File: src/rtl/alu_op_sequencer_if.sv
// Bus between the control unit / instruction bus and alu_op_sequencer.
// The master drives the decoded instruction fields and MDU done; the slave is the sequencer.
interface alu_op_sequencer_if #(
  parameter int unsigned OP_W = 5
);
  logic            valid_i;
  logic [6:0]      funct7_i;
  logic [2:0]      ALU_Op_i;
  logic [2:0]      funct3_i;
  logic            md_done_i;
  logic [OP_W-1:0] ALU_Operation_o;
  logic            md_start_o;
  logic [2:0]      md_op_o;
  logic            stall_o;
  logic            result_sel_o;
  logic            error_o;

  modport master (
    output valid_i, funct7_i, ALU_Op_i, funct3_i, md_done_i,
    input  ALU_Operation_o, md_start_o, md_op_o, stall_o, result_sel_o, error_o
  );

  modport slave (
    input  valid_i, funct7_i, ALU_Op_i, funct3_i, md_done_i,
    output ALU_Operation_o, md_start_o, md_op_o, stall_o, result_sel_o, error_o
  );
endinterface

File: src/rtl/alu_op_sequencer.sv
// RV32I ALU operation decoder with an optional multi-cycle RV32M sequencer.
// Macro ALU_SEQ_MDU_EN compiles in the MDU launch/stall FSM; without it M-ops decode as ADD.
module alu_op_sequencer #(
  parameter int unsigned OP_W       = 5,
  parameter int unsigned MD_TIMEOUT = 40
) (
  input logic                clk,
  input logic                reset,
  alu_op_sequencer_if.slave  io_bus
);

  localparam logic [3:0] OpAdd   = 4'd0;
  localparam logic [3:0] OpSub   = 4'd1;
  localparam logic [3:0] OpPassB = 4'd2;
  localparam logic [3:0] OpAnd   = 4'd3;
  localparam logic [3:0] OpOr    = 4'd4;
  localparam logic [3:0] OpXor   = 4'd5;
  localparam logic [3:0] OpSll   = 4'd6;
  localparam logic [3:0] OpSrl   = 4'd7;
  localparam logic [3:0] OpSra   = 4'd8;
  localparam logic [3:0] OpSlt   = 4'd9;
  localparam logic [3:0] OpSltu  = 4'd10;
`ifdef ALU_SEQ_MDU_EN
  localparam logic [3:0] OpMdu   = 4'd15;
`endif

  logic [3:0] w_f3_op;
  logic [3:0] w_op;

  // Shared funct3 map of the base R-type/I-type integer ops.
  always_comb begin
    w_f3_op = OpAdd;
    case (io_bus.funct3_i)
      3'b000:  w_f3_op = OpAdd;
      3'b001:  w_f3_op = OpSll;
      3'b010:  w_f3_op = OpSlt;
      3'b011:  w_f3_op = OpSltu;
      3'b100:  w_f3_op = OpXor;
      3'b101:  w_f3_op = OpSrl;
      3'b110:  w_f3_op = OpOr;
      default: w_f3_op = OpAnd;
    endcase
  end

  always_comb begin
    w_op = OpAdd;
    case (io_bus.ALU_Op_i)
      3'b000: begin
        if (io_bus.funct7_i == 7'b0000000) begin
          w_op = w_f3_op;
        end else if (io_bus.funct7_i == 7'b0100000) begin
          if (io_bus.funct3_i == 3'b000) w_op = OpSub;
          else if (io_bus.funct3_i == 3'b101) w_op = OpSra;
`ifdef ALU_SEQ_MDU_EN
        end else if (io_bus.funct7_i == 7'b0000001) begin
          w_op = OpMdu;
`endif
        end
      end
      3'b001: begin
        if (io_bus.funct3_i == 3'b000) w_op = OpAdd;
        else if (io_bus.funct3_i == 3'b101)
          w_op = (io_bus.funct7_i == 7'b0100000) ? OpSra : OpSrl;
        else w_op = w_f3_op;
      end
      3'b011: begin
        case (io_bus.funct3_i[2:1])
          2'b00:   w_op = OpSub;
          2'b10:   w_op = OpSlt;
          2'b11:   w_op = OpSltu;
          default: w_op = OpAdd;
        endcase
      end
      3'b111:  w_op = OpPassB;
      default: w_op = OpAdd;
    endcase
  end

  assign io_bus.ALU_Operation_o = OP_W'(w_op);

`ifdef ALU_SEQ_MDU_EN
  localparam int unsigned CntW = $clog2(MD_TIMEOUT + 1);

  localparam logic [1:0] StIdle = 2'd0;
  localparam logic [1:0] StWait = 2'd1;
  localparam logic [1:0] StDone = 2'd2;

  logic [1:0]      r_state;
  logic [1:0]      w_state_nxt;
  logic [CntW-1:0] r_cnt;
  logic            r_md_start;
  logic [2:0]      r_md_op;
  logic            r_error;
  logic            w_is_mop;
  logic            w_launch;
  logic            w_timeout;
  logic            w_stall;
  logic            w_result_sel;

  assign w_is_mop = (io_bus.ALU_Op_i == 3'b000) && (io_bus.funct7_i == 7'b0000001);

  always_comb begin
    w_state_nxt  = r_state;
    w_launch     = 1'b0;
    w_timeout    = 1'b0;
    w_stall      = 1'b0;
    w_result_sel = 1'b0;
    case (r_state)
      StIdle: begin
        if (io_bus.valid_i && w_is_mop) begin
          w_stall     = 1'b1;
          w_launch    = 1'b1;
          w_state_nxt = StWait;
        end
      end
      StWait: begin
        w_stall = 1'b1;
        // done takes priority over a simultaneous timeout
        if (io_bus.md_done_i) begin
          w_state_nxt = StDone;
        end else if (r_cnt == CntW'(MD_TIMEOUT - 1)) begin
          w_timeout   = 1'b1;
          w_state_nxt = StDone;
        end
      end
      StDone: begin
        w_result_sel = 1'b1;
        w_state_nxt  = StIdle;
      end
      default: w_state_nxt = StIdle;
    endcase
  end

  always_ff @(posedge clk) begin
    if (reset) begin
      r_state    <= StIdle;
      r_cnt      <= '0;
      r_md_start <= 1'b0;
      r_md_op    <= 3'b000;
      r_error    <= 1'b0;
    end else begin
      r_state    <= w_state_nxt;
      r_md_start <= w_launch;
      if (w_launch) begin
        r_md_op <= io_bus.funct3_i;
        r_cnt   <= '0;
      end else if (r_state == StWait) begin
        r_cnt <= r_cnt + CntW'(1);
      end
      if (w_timeout) r_error <= 1'b1;
    end
  end

  assign io_bus.md_start_o   = r_md_start;
  assign io_bus.md_op_o      = r_md_op;
  assign io_bus.stall_o      = w_stall;
  assign io_bus.result_sel_o = w_result_sel;
  assign io_bus.error_o      = r_error;
`else
  logic w_unused;
  assign w_unused = ^{clk, reset, io_bus.valid_i, io_bus.md_done_i};

  assign io_bus.md_start_o   = 1'b0;
  assign io_bus.md_op_o      = 3'b000;
  assign io_bus.stall_o      = 1'b0;
  assign io_bus.result_sel_o = 1'b0;
  assign io_bus.error_o      = 1'b0;
`endif

endmodule

File: src/flat_wrapper.sv
// flat-port wrapper written by rule: the top's interface ports become plain ports
module alu_op_sequencer_flat 
#(
  parameter int unsigned OP_W       = 5,
  parameter int unsigned MD_TIMEOUT = 40
)
  (clk, reset, io_bus_valid_i, io_bus_funct7_i, io_bus_ALU_Op_i, io_bus_funct3_i, io_bus_md_done_i, io_bus_ALU_Operation_o, io_bus_md_start_o, io_bus_md_op_o, io_bus_stall_o, io_bus_result_sel_o, io_bus_error_o);
  alu_op_sequencer_if #(.OP_W(OP_W)) io_bus_i ();
  input logic clk;
  input logic reset;
  input wire logic [$bits(io_bus_i.valid_i)-1:0] io_bus_valid_i;
  input wire logic [$bits(io_bus_i.funct7_i)-1:0] io_bus_funct7_i;
  input wire logic [$bits(io_bus_i.ALU_Op_i)-1:0] io_bus_ALU_Op_i;
  input wire logic [$bits(io_bus_i.funct3_i)-1:0] io_bus_funct3_i;
  input wire logic [$bits(io_bus_i.md_done_i)-1:0] io_bus_md_done_i;
  output wire logic [$bits(io_bus_i.ALU_Operation_o)-1:0] io_bus_ALU_Operation_o;
  output wire logic [$bits(io_bus_i.md_start_o)-1:0] io_bus_md_start_o;
  output wire logic [$bits(io_bus_i.md_op_o)-1:0] io_bus_md_op_o;
  output wire logic [$bits(io_bus_i.stall_o)-1:0] io_bus_stall_o;
  output wire logic [$bits(io_bus_i.result_sel_o)-1:0] io_bus_result_sel_o;
  output wire logic [$bits(io_bus_i.error_o)-1:0] io_bus_error_o;
  assign io_bus_i.valid_i = io_bus_valid_i;
  assign io_bus_i.funct7_i = io_bus_funct7_i;
  assign io_bus_i.ALU_Op_i = io_bus_ALU_Op_i;
  assign io_bus_i.funct3_i = io_bus_funct3_i;
  assign io_bus_i.md_done_i = io_bus_md_done_i;
  assign io_bus_ALU_Operation_o = io_bus_i.ALU_Operation_o;
  assign io_bus_md_start_o = io_bus_i.md_start_o;
  assign io_bus_md_op_o = io_bus_i.md_op_o;
  assign io_bus_stall_o = io_bus_i.stall_o;
  assign io_bus_result_sel_o = io_bus_i.result_sel_o;
  assign io_bus_error_o = io_bus_i.error_o;
  alu_op_sequencer #(.OP_W(OP_W), .MD_TIMEOUT(MD_TIMEOUT)) u_core (.clk(clk), .reset(reset), .io_bus(io_bus_i));
endmodule
File: config.mk
export PLATFORM = sky130hd
export DESIGN_NAME = alu_op_sequencer_flat
export DESIGN_NICKNAME = d
export VERILOG_FILES = /design/src/rtl/alu_op_sequencer_if.sv /design/src/rtl/alu_op_sequencer.sv /design/src/flat_wrapper.sv
export SDC_FILE = /design/constraint.sdc
export NUM_CORES = 1
export LEC_CHECK = 0
export BUFFER_PORTS_ARGS = -buffer_cell sky130_fd_sc_hd__clkbuf_2
export CAP_MARGIN = 20
export CORE_AREA = 3 3 40 42
export DETAILED_ROUTE_END_ITERATION = 6
export DIE_AREA = 0 0 43 45
export GPL_ROUTABILITY_DRIVEN = 0
export GPL_TIMING_DRIVEN = 1
export PLACE_DENSITY = 0.64
export SLEW_MARGIN = 20
export SYNTH_ARGS = -nofsm -noshare
export SYNTH_HDL_FRONTEND = slang
export SYNTH_SLANG_ARGS = --single-unit
File: constraint.sdc
create_clock -name vclk -period 2.7
set_input_delay 0.405 -clock vclk [all_inputs]
set_output_delay 0.405 -clock vclk [all_outputs]
set_load 0.01 [all_outputs]
# Word-level counts from Yosys, hierarchy flattened
# Cells that the tools add are included.
[totals] reg_bits=0 input_bits=17 out_inout_bits=12 wordCells=26
[op_classes] eq_ne=12 n_mux=10 n_reduce_logical=4
[ops] op="$mux 4" n=7
[ops] op="$pmux 4 s7" n=1
[ops] op="$pmux 4 s4" n=1
[ops] op="$eq 3x3->1 const B" n=4
[ops] op="$pmux 4 s3" n=1
[ops] op="$eq 3x2->1 const B" n=3
[ops] op="$eq 7x6->1 const B" n=1
[ops] op="$logic_not 7->1" n=1
[ops] op="$eq 3x1->1 const B" n=2
[ops] op="$logic_not 3->1" n=2
[ops] op="$eq 2x2->1 const B" n=2
[ops] op="$logic_not 2->1" n=1

# Longest topological paths before layout
# Gate-level depths: netlist of the first run.
[depth] word_depth=6 mapped_depth=5 ltp_nobuf=4

# Least setup slack after synthesis of the first run
# No wires, ideal clock.
[synth_path] path_kind="input port to output port" from="input port io_bus_funct7_i[1]" to="output port io_bus_ALU_Operation_o[3]" arrival_time_ps=1835 required_time_ps=2295 path_slack_ps=460 stages=4 n_path_buf=0 cell_sequence="or4_4 > or3_4 > or3_1 > a21oi_1"
[synth_between] elab_chain_len=5 elab_cells_between_ends=8 classes_between="eq/ne (1); mux (6); reduce/logical (1)"
[synth_rtl] item="start, declared" line="flat_wrapper.sv:12" rtl="input wire logic [$bits(io_bus_i.funct7_i)-1:0] io_bus_funct7_i;"
[synth_rtl] item="$eq 7x6->1" line="alu_op_sequencer.sv:51, alu_op_sequencer.sv:63"
[synth_rtl] item="$mux 4" line="alu_op_sequencer.sv:63" rtl="w_op = (io_bus.funct7_i == 7'b0100000) ? OpSra : OpSrl;"
[synth_rtl] item="$mux 4" line="alu_op_sequencer.sv:62" rtl="else if (io_bus.funct3_i == 3'b101)"
[synth_rtl] item="$mux 4" line="alu_op_sequencer.sv:61" rtl="if (io_bus.funct3_i == 3'b000) w_op = OpAdd;"
[synth_rtl] item="$pmux 4 s4 (*)" line="alu_op_sequencer.sv:47" rtl="case (io_bus.ALU_Op_i)"
[synth_rtl] item="end, declared" line="flat_wrapper.sv:16" rtl="output wire logic [$bits(io_bus_i.ALU_Operation_o)-1:0] io_bus_ALU_Operation_o;"
# Mark *: on every way between the ends. The rest lies on a longest branch, timed or not.

# Worst setup path after layout of the first run
# Same ends and word-level chain as after synthesis.

==> results of run 1 <==
==> cell type report <==
type                       count  area, sq um  area share (%)
timing repair buffer          17         85.1            22.4
tap                           15         18.8            4.95
multi-input combinational     47          275            72.6
==> metal layers <==
metal | global-route usage, % | part of all wire, % | up-vias
li1 | - | - | 201
met3 | 0.398 | 8.3 | 0
met5 | 0 | 0 | -
met4 | 0 | 0 | 0
met2 | 14.4 | 51 | 13
met1 | 10.2 | 41 | 170
==> kinds of logic after synthesis <==
| family | Yosys count | share of synthesized area, % |
|---|---|---|
| simple gates | 25 | 47.9 |
| compound gates | 14 | 27.8 |
| buf+inv | 12 | 23.2 |
| other cells | 1 | 1.16 |
==> per-stage QoR <==
stage	hold WS (ns)	power (mW)	util, %	std cells	instance area (sq um)
floorplan	0.854	0.0366	-	59	350
finish	1.10	0.0453	29.5	79	379
CTS	1.11	0.0451	29.5	79	379
detailed placement	1.11	0.0451	29.5	79	379
global placement	1.11	0.0442	29.5	79	379
global route	1.13	0.0516	29.5	79	379
==> Yosys cell counts <==
cell / n
conb_1: 1
nor4b_1: 1
o211ai_1: 1
nand2_1: 4
o21ai_0: 2
or3_4: 1
nor3b_1: 3
or3_1: 1
o221ai_1: 1
nor3_1: 2
nand3_1: 3
a21oi_1: 5
o311ai_0: 1
or3b_2: 1
nor2b_1: 3
or4_4: 1
a311o_1: 1
buf_4: 8
clkbuf_1: 3
nor4bb_1: 1
nor2_1: 3
buf_1: 1
nand2b_1: 1
a31oi_1: 2
a21o_1: 1
==> worst paths after layout <==
path | from | end | slack, ns | cells past startpoint
min | io_bus_ALU_Op_i[2] | io_bus_ALU_Operation_o[3] | 1.10 | 3
max | io_bus_funct7_i[1] | io_bus_ALU_Operation_o[3] | 0.31 | 6
==> power by group through the flow <==
stage	clock [mW]	sequential, mW	combinational [mW]
2_1_floorplan	0	0	0.0366
3_3_place_gp	0	0	0.0442
3_5_place_dp	0	0	0.0451
4_1_cts	0	0	0.0451
5_1_grt	0	0	0.0516
6_report	0	0	0.0453
==> key figures, run 1 <==
Clock network
  – Post-cts sizing count: 0
  – Postcts setup bufs: 0
  – Post-CTS Hold Buffers: 0

Layout
  – Layout Nets: between 80 and 90
  – Fraction of layout cells with a size suffix above 1: ~31%
  – FILL cells: around 160
  – # clk buffers: 0
  – N_diodes: 0
  – Commonest cells after routing, fill and taps aside: clkbuf_2, conb_1, a21oi_1, nand2_1
  – Area grow syn2layout: 17.0%
  – Most common cell after layout, fill and taps aside: clkbuf_2
  – Seq. cell area: 0 sq um
  – Seq Cell Count: 0

Global routing
  – Vias in the first global route: about 310
  – Initial antenna violation count: 0
  – GRT overflow: 0
  – Global-route wire length before repair: about 1200 um
  – GRT Util Overall: 7.63%
  – Largest net degree at the start of global routing: 16

Setup path
  – Top cell by count, worst path: clkbuf_2
  – Largest delay share family, worst path: simple AND/OR/NAND/NOR gates
  – Kind of critical path: in2out
  – Crit path cell chain: clkbuf_2 > or4_4 > or3_4 > or3_1 > a21oi_1 > clkbuf_2
  – Endpoint class of the critical path: primary output
  – Crit path buf inv count: 2
  – Crit path required time: roughly 2.3 ns
  – Startpoint types: input pin
  – CP Max Fanout: 3
  – Data arrival, critical path: 1.99 ns
  – Slowest cell on crit path: or4_4
  – Max incr delay on CP: approximately 0.52 ns

Power and ir drop
  – Internal: between 0.015 and 0.02 mW
  – Sequential share of power: 0%
  – Pwr Density: 120 mW/mm^2
  – Pleak: around 0.16 nW
  – Net Sw Frac: 59.6%
  – Max IR drop VDD: ~50 uV
  – Clock group share of total power: 0%
  – Psw: about 0.027 mW
  – Comb pwr share: between 90% and 100%

Yosys
  – Top-area cell type share of the netlist area: between 10% and 20%
  – Distinct cells, synth: 25
  – Avg Inst Size Synth: 6.23 sq um
  – Top cells by area, synth: buf_4, a21oi_1, nor3b_1
  – Register area share after synthesis: 0%
  – Yosys warning total: 0
  – Synth area leader: buf_4
  – Mapped Area: about 320 sq um
  – Post-Synthesis Cells: between 50 and 60

STA
  – Final worst-path setup slack: 0.307 ns
  – Setup TNS: 0 ns
  – Max-slew violations: 0
  – Unrepaired setup endpoints after global routing: false
  – Endpoints failing setup: 0
  – Final period util: between 80% and 90%
  – Crit path time final: between 2 and 2.5 ns
  – Max Fclk: around 420 MHz
  – Hold Vio Cnt, Final: 0

Placement
  – Worst slack at placement: around 0.29 ns
  – Half-perimeter wire length after detailed placement: about 640 um
  – Port Buf Inserts: 17

Die
  – Core Box Area: approximately 0.0013 sq mm
  – FP Rows: 13
  – Initial core utilization: approximately 25%
  – Die Y-Extent: ~45 um
  – IO Pins: 29
  – Die area: between 0.0015 and 0.002 sq mm
  – Die X: approximately 43 um

Route
  – DRT Pass-1 Iters: 4
  – Vias per cell: approximately 4.9
  – Post-Route WL: 759 um
  – WL/cell: 9.61 um
  – Routed Antenna Nets: 0
  – Vias: about 380
  – DRT iter0 DRCs: 5
  – DRC Markers: 0

Hold path
  – Hold Path Class: in2out

Flow run
  – Max Cap Viol: 0

Run status
  – Run status: finished, final reports clean
Note: power is estimated with default switching activity, not from simulation.
==> inputs of run 2 (changes only) <==
Settings changed: ABC_AREA set to 1, PLACE_DENSITY 0.64 to 0.63.
==> run 2 against run 1 <==
  * Critical path depth grew 1
  * Core utilization shrank 0.097 points
  * Maximum frequency grew 38%
  * First-iteration DRC count grew 60%
==> key figures, run 2 <==
Clock network
  – Post-CTS Hold Buffers: 0 (unchanged)
  – Postcts setup bufs: 0 (unchanged)
  – Post-cts sizing count: 0 (unchanged)

Route
  – Routed Antenna Nets: 0 (unchanged)
  – DRT Pass-1 Iters: 2 (-2)
  – WL/cell: 7.41 um (-23%)
  – Wl on met1: 307 um (-1.3%)
  – Vias: 371 (-3.4%)
  – Met3 Wirelength: 85 um (+35%)
  – DR top layer: met3
  – DRT iter0 DRCs: 8 (+3)
  – Met2 wire len: 289 um (-25%)
  – DRC Markers: 0 (unchanged)
  – Post-Route WL: 682 um (-10%)
  – Vias per cell: 4.03 (-17%)

Yosys
  – Top-count cell post-synth: nand2_1
  – Top-area cell type share of the netlist area: 22.0% (+3.4 points)
  – Synth area leader: nand2_1
  – Top cells by area, synth: nand2_1, buf_4, nand3_1
  – Post-Synthesis Cells: 61 (+17%)
  – Yosys warning total: 0 (unchanged)
  – Synth top cells by count: nand2_1, buf_4, inv_1, nor2_1, nand3_1
  – Avg Inst Size Synth: 5.05 sq um (-19%)
  – Mapped Area: 308 sq um (-5.0%)
  – Register area share after synthesis: 0% (unchanged)
  – Distinct cells, synth: 16 (-36%)

Placement
  – Port Buf Inserts: 17 (unchanged)
  – Half-perimeter wire length after detailed placement: 625 um (-3.1%)

Layout
  – N_diodes: 0 (unchanged)
  – # clk buffers: 0 (unchanged)
  – Most common cell after layout, fill and taps aside: nand2_1
  – Layout Nets: 96 (+16%)
  – Finished Core Util: 29.4% (-0.097 points)
  – Seq Cell Count: 0 (unchanged)
  – Fraction of layout cells with a size suffix above 1: 31.2% (-0.081 points)
  – Area grow syn2layout: 22.8%
  – Commonest cells after routing, fill and taps aside: nand2_1, clkbuf_2, conb_1, nor2_1, inv_1
  – Seq. cell area: 0 sq um (unchanged)

Flow run
  – Max Cap Viol: 0 (unchanged)

Die
  – Die X: 43 um (unchanged)
  – Die Y-Extent: 45 um (unchanged)
  – IO Pins: 29 (unchanged)
  – Die area: 0.00194 sq mm (unchanged)
  – Core Box Area: 0.00128 sq mm (unchanged)
  – FP Rows: 13 (unchanged)
  – Initial core utilization: 24.0% (-1.3 points)

Setup path
  – CP Max Fanout: 5 (+2)
  – Kind of critical path: in2out
  – Crit path required time: 2.30 ns (about the same)
  – Crit path from: io_bus_ALU_Op_i[2]
  – Endpoint class of the critical path: primary output
  – Data arrival, critical path: 1.32 ns (-0.67 ns)
  – Startpoint types: input pin
  – End of the critical path: io_bus_ALU_Operation_o[3]

STA
  – WHS: 1.21 ns (+0.103 ns)
  – Max-slew violations: 0 (unchanged)
  – Final period util: 64.1% (-25 points)
  – Crit path time final: 1.73 ns (-0.663 ns)
  – Hold Vio Cnt, Final: 0 (unchanged)
  – Setup TNS: 0 ns (unchanged)
  – Endpoints failing setup: 0 (unchanged)
  – Max Fclk: 578 MHz (+38%)
  – Unrepaired setup endpoints after global routing: false

Power and ir drop
  – Final Power: 0.0417 mW (-8.0%)
  – Pwr Density: 110 mW/mm^2 (-7.7%)
  – Pleak: 0.233 nW (+47%)
  – Max IR drop VDD: 43.7 uV (-14%)

Global routing
  – Global-route wire length before repair: 1140 um (-8.8%)
  – Vias in the first global route: 300 (-4.2%)
  – GRT Util Overall: 6.97% (-0.66 points)
  – GRT overflow: 0 (unchanged)
  – Initial antenna violation count: 0 (unchanged)
  – Largest net degree at the start of global routing: 8 (-8)

Hold path
  – Hold wc startpoint: io_bus_ALU_Op_i[2]
  – Hold Path Class: in2out

Run status
  – Run status: finished, final reports clean
[run 2: worst min path at each step]
stage / to / slack [ns] / depth (start not counted)
6_report: io_bus_ALU_Operation_o[1] / 1.21 / 4
5_1_grt: io_bus_ALU_Operation_o[1] / 1.23 / 4
4_1_cts: io_bus_ALU_Operation_o[1] / 1.21 / 4
3_5_place_dp: io_bus_ALU_Operation_o[1] / 1.21 / 4
3_3_place_gp: io_bus_ALU_Operation_o[1] / 1.20 / 4
2_1_floorplan: io_bus_ALU_Operation_o[1] / 0.97 / 2
[run 2: area by class of cell]
cell class	instances	area (sq um)
multi-input combinational	53	248
fill	145	907
timing repair buffer	17	85.1
tap	15	18.8
inverter	7	26.3
[run 2: critical path: stages]
cell,delay (ns)
clkbuf_2,0.11
nor3_2,0.36
inv_1,0.09
a21oi_2,0.11
nand2_1,0.06
nand3_1,0.07
clkbuf_2,0.13
[run 2: cells by family (layout without fill, tap and decap cells)]
| family | Yosys count | count (layout) | synth area share [%] |
|---|---|---|---|
| AOI/OAI and AO/OA | 5 | 5 | 11.4 |
| buffers and inverters | 15 | 24 | 28.1 |
| other | 1 | 8 | 1.22 |
| and+or+nand+nor | 40 | 40 | 59.3 |
[run 2: metrics by stage]
stage | worst slack (ns) | std cells | instance area (sq um)
final | 0.970 | 92 | 378
after global routing | 0.851 | 92 | 378
after CTS | 0.979 | 92 | 378
after detailed placement | 0.967 | 92 | 378
after global placement | 1.01 | 92 | 378
after floorplan | 1.29 | 68 | 334
[run 2: power by group]
part           switching, mW  internal (mW)  total, mW  leakage, nW
Sequential                 0              0          0            0
Combinational         0.0257         0.0160     0.0417        0.233
Clock                      0              0          0            0
[run 2: routing by layer]
metal / up-vias / GRT usage, %
li1: 207 / -
met1: 146 / 10.2
met2: 18 / 12.0
met3: 0 / 0.398
met4: 0 / 0
met5: - / 0
==> inputs of run 3 (changes only) <==
Settings changed: PLACE_DENSITY 0.63 to 0.65.
Clock period 2.7 ns to 1.5 ns, I/O delays scaled along.
==> run 3 against run 2 <==
  * Clock-buffer cell count is the same
  * Core utilization is the same
  * Design area is the same
  * Sequential share of layout area is the same
  * Critical path depth is the same
  * Non-clock buffer count is the same
  * Power grew 81%
  * Via count grew 0.27%
  * Sequential cell count is the same
  * Worst hold slack lost 0.35 ns
  * Cell count is the same
==> key figures, run 3 (same netlist as run 2, synthesis figures left out) <==
Layout
  – Seq Cell Count: 0 (unchanged)
  – Commonest cells after routing, fill and taps aside: nand2_1, clkbuf_2, conb_1, nor2_1, inv_1
  – FILL cells: 157 (+8.3%)
  – Finished Core Util: 29.4% (unchanged)
  – Most common cell after layout, fill and taps aside: nand2_1
  – Multi-input logic area: 248 sq um (unchanged)
  – Area grow syn2layout: 22.8% (unchanged)
  – Design area: 378 sq um (unchanged)
  – Layout Nets: 96 (unchanged)
  – Seq. cell area: 0 sq um (unchanged)
  – N_diodes: 0 (unchanged)
  – # clk buffers: 0 (unchanged)
  – Fraction of layout cells with a size suffix above 1: 31.2% (unchanged)

Route
  – Post-Route WL: 708 um (+3.8%)
  – Vias: 372 (+0.27%)
  – Routed Antenna Nets: 0 (unchanged)
  – DRC Markers: 0 (unchanged)
  – Vias per cell: 4.04 (+0.27%)
  – WL/cell: 7.70 um (+3.8%)
  – DRT iter0 DRCs: 10 (+2)
  – DRT Pass-1 Iters: 4 (+2)

STA
  – Final period util: between 80 and 90%
  – Setup TNS: 0 ns (unchanged)
  – Endpoints failing setup: 0 (unchanged)
  – Crit path time final: 1.32 ns
  – Unrepaired setup endpoints after global routing: false
  – Max Fclk: approximately 760 MHz
  – Hold Vio Cnt, Final: 0 (unchanged)
  – Max-slew violations: 0 (unchanged)

Setup path
  – Endpoint class of the critical path: primary output
  – CP Max Fanout: 5 (unchanged)
  – Startpoint types: input pin
  – End of the critical path: io_bus_ALU_Operation_o[3]
  – Max incr delay on CP: 0.32 ns (-0.04 ns)
  – Crit path from: io_bus_ALU_Op_i[2]
  – Crit path cell chain: clkbuf_2 > nor3_2 > inv_1 > a21oi_2 > nand2_1 > nand3_1 > clkbuf_2
  – Crit path required time: 1.27 ns (-1.03 ns)
  – Top cell by count, worst path: clkbuf_2
  – Slowest cell on crit path: nor3_2
  – Kind of critical path: in2out
  – Data arrival, critical path: 1.10 ns (-0.22 ns)

Die
  – Die area: 0.00194 sq mm (unchanged)
  – Die Y-Extent: 45 um (unchanged)
  – IO Pins: 29 (unchanged)
  – Core Box Area: 0.00128 sq mm (unchanged)
  – Die X: 43 um (unchanged)
  – Initial core utilization: 24.0% (unchanged)
  – FP Rows: 13 (unchanged)

Placement
  – Half-perimeter wire length after detailed placement: 635 um (+1.6%)
  – Cell Area, Placed: 378 sq um (unchanged)
  – Port Buf Inserts: 17 (unchanged)

Hold path
  – Hold Path Class: in2out
  – Min-Delay Path Depth: 4 (unchanged)

Global routing
  – GRT Util Overall: 6.88% (-0.083 points)
  – Largest net degree at the start of global routing: 8 (unchanged)
  – Global-route wire length before repair: 1140 um (unchanged)
  – GRT overflow: 0 (unchanged)
  – Initial antenna violation count: 0 (unchanged)
  – Vias in the first global route: 292 (-2.7%)

Power and ir drop
  – Pleak: 0.233 nW (unchanged)
  – Pwr Density: 199 mW/mm^2 (+81%)
  – Max IR drop VDD: 85.8 uV (+96%)

Clock network
  – Post-cts sizing count: 0 (unchanged)
  – Postcts setup bufs: 0 (unchanged)
  – Post-CTS Hold Buffers: 0 (unchanged)

Run status
  – Run status: finished, final reports clean

Flow run
  – Max Cap Viol: 0 (unchanged)
-- run 3: cell counts in the layout (fill, tap and decap cells not counted) --
Identical to the previous run, type by type.
-- run 3: worst min path at each step --
stage,startpoint,slack (ns),endpoint
5_1_grt,io_bus_ALU_Op_i[2],0.90,io_bus_ALU_Operation_o[1]
2_1_floorplan,io_bus_funct3_i[0],0.61,io_bus_ALU_Operation_o[1]
3_5_place_dp,io_bus_ALU_Op_i[2],0.86,io_bus_ALU_Operation_o[1]
4_1_cts,io_bus_ALU_Op_i[2],0.86,io_bus_ALU_Operation_o[1]
6_report,io_bus_ALU_Op_i[2],0.86,io_bus_ALU_Operation_o[1]
3_3_place_gp,io_bus_ALU_Op_i[2],0.84,io_bus_ALU_Operation_o[1]
-- run 3: metrics by stage --
stage	total power [mW]	hold WS, ns	instances	setup WS [ns]
finish	0.0754	0.858	92	0.178
global route	0.0865	0.895	92	0.0285
CTS	0.0754	0.859	92	0.165
detailed placement	0.0752	0.856	92	0.166
global placement	0.0737	0.842	92	0.163
floorplan	0.0564	0.611	68	0.448
-- run 3: area by class of cell --
class | instances | share of cell area (%)
inverters | 7 | 6.95
multi-input cells | 53 | 65.6
well taps | 15 | 4.97
repair buffers | 17 | 22.5
-- run 3: worst max-delay path: cells and delay by family --
family / cells / cell delay (ns)
simple gates: 3 / 0.44
compound gates: 1 / 0.11
buf+inv: 3 / 0.33
-- run 3: where the power goes --
part           leakage, nW  internal, mW  switching [mW]
clock                    0             0               0
combinational        0.233        0.0288          0.0466
sequential               0             0               0
total                0.233        0.0288          0.0466
-- run 3: routing by layer --
| layer | wire length [um] | track usage, % |
|---|---|---|
| met3 | 109 | 0.797 |
| met4 | 0 | 0 |
| met2 | 270 | 10.5 |
| met5 | 0 | 0 |
| met1 | 328 | 11.0 |
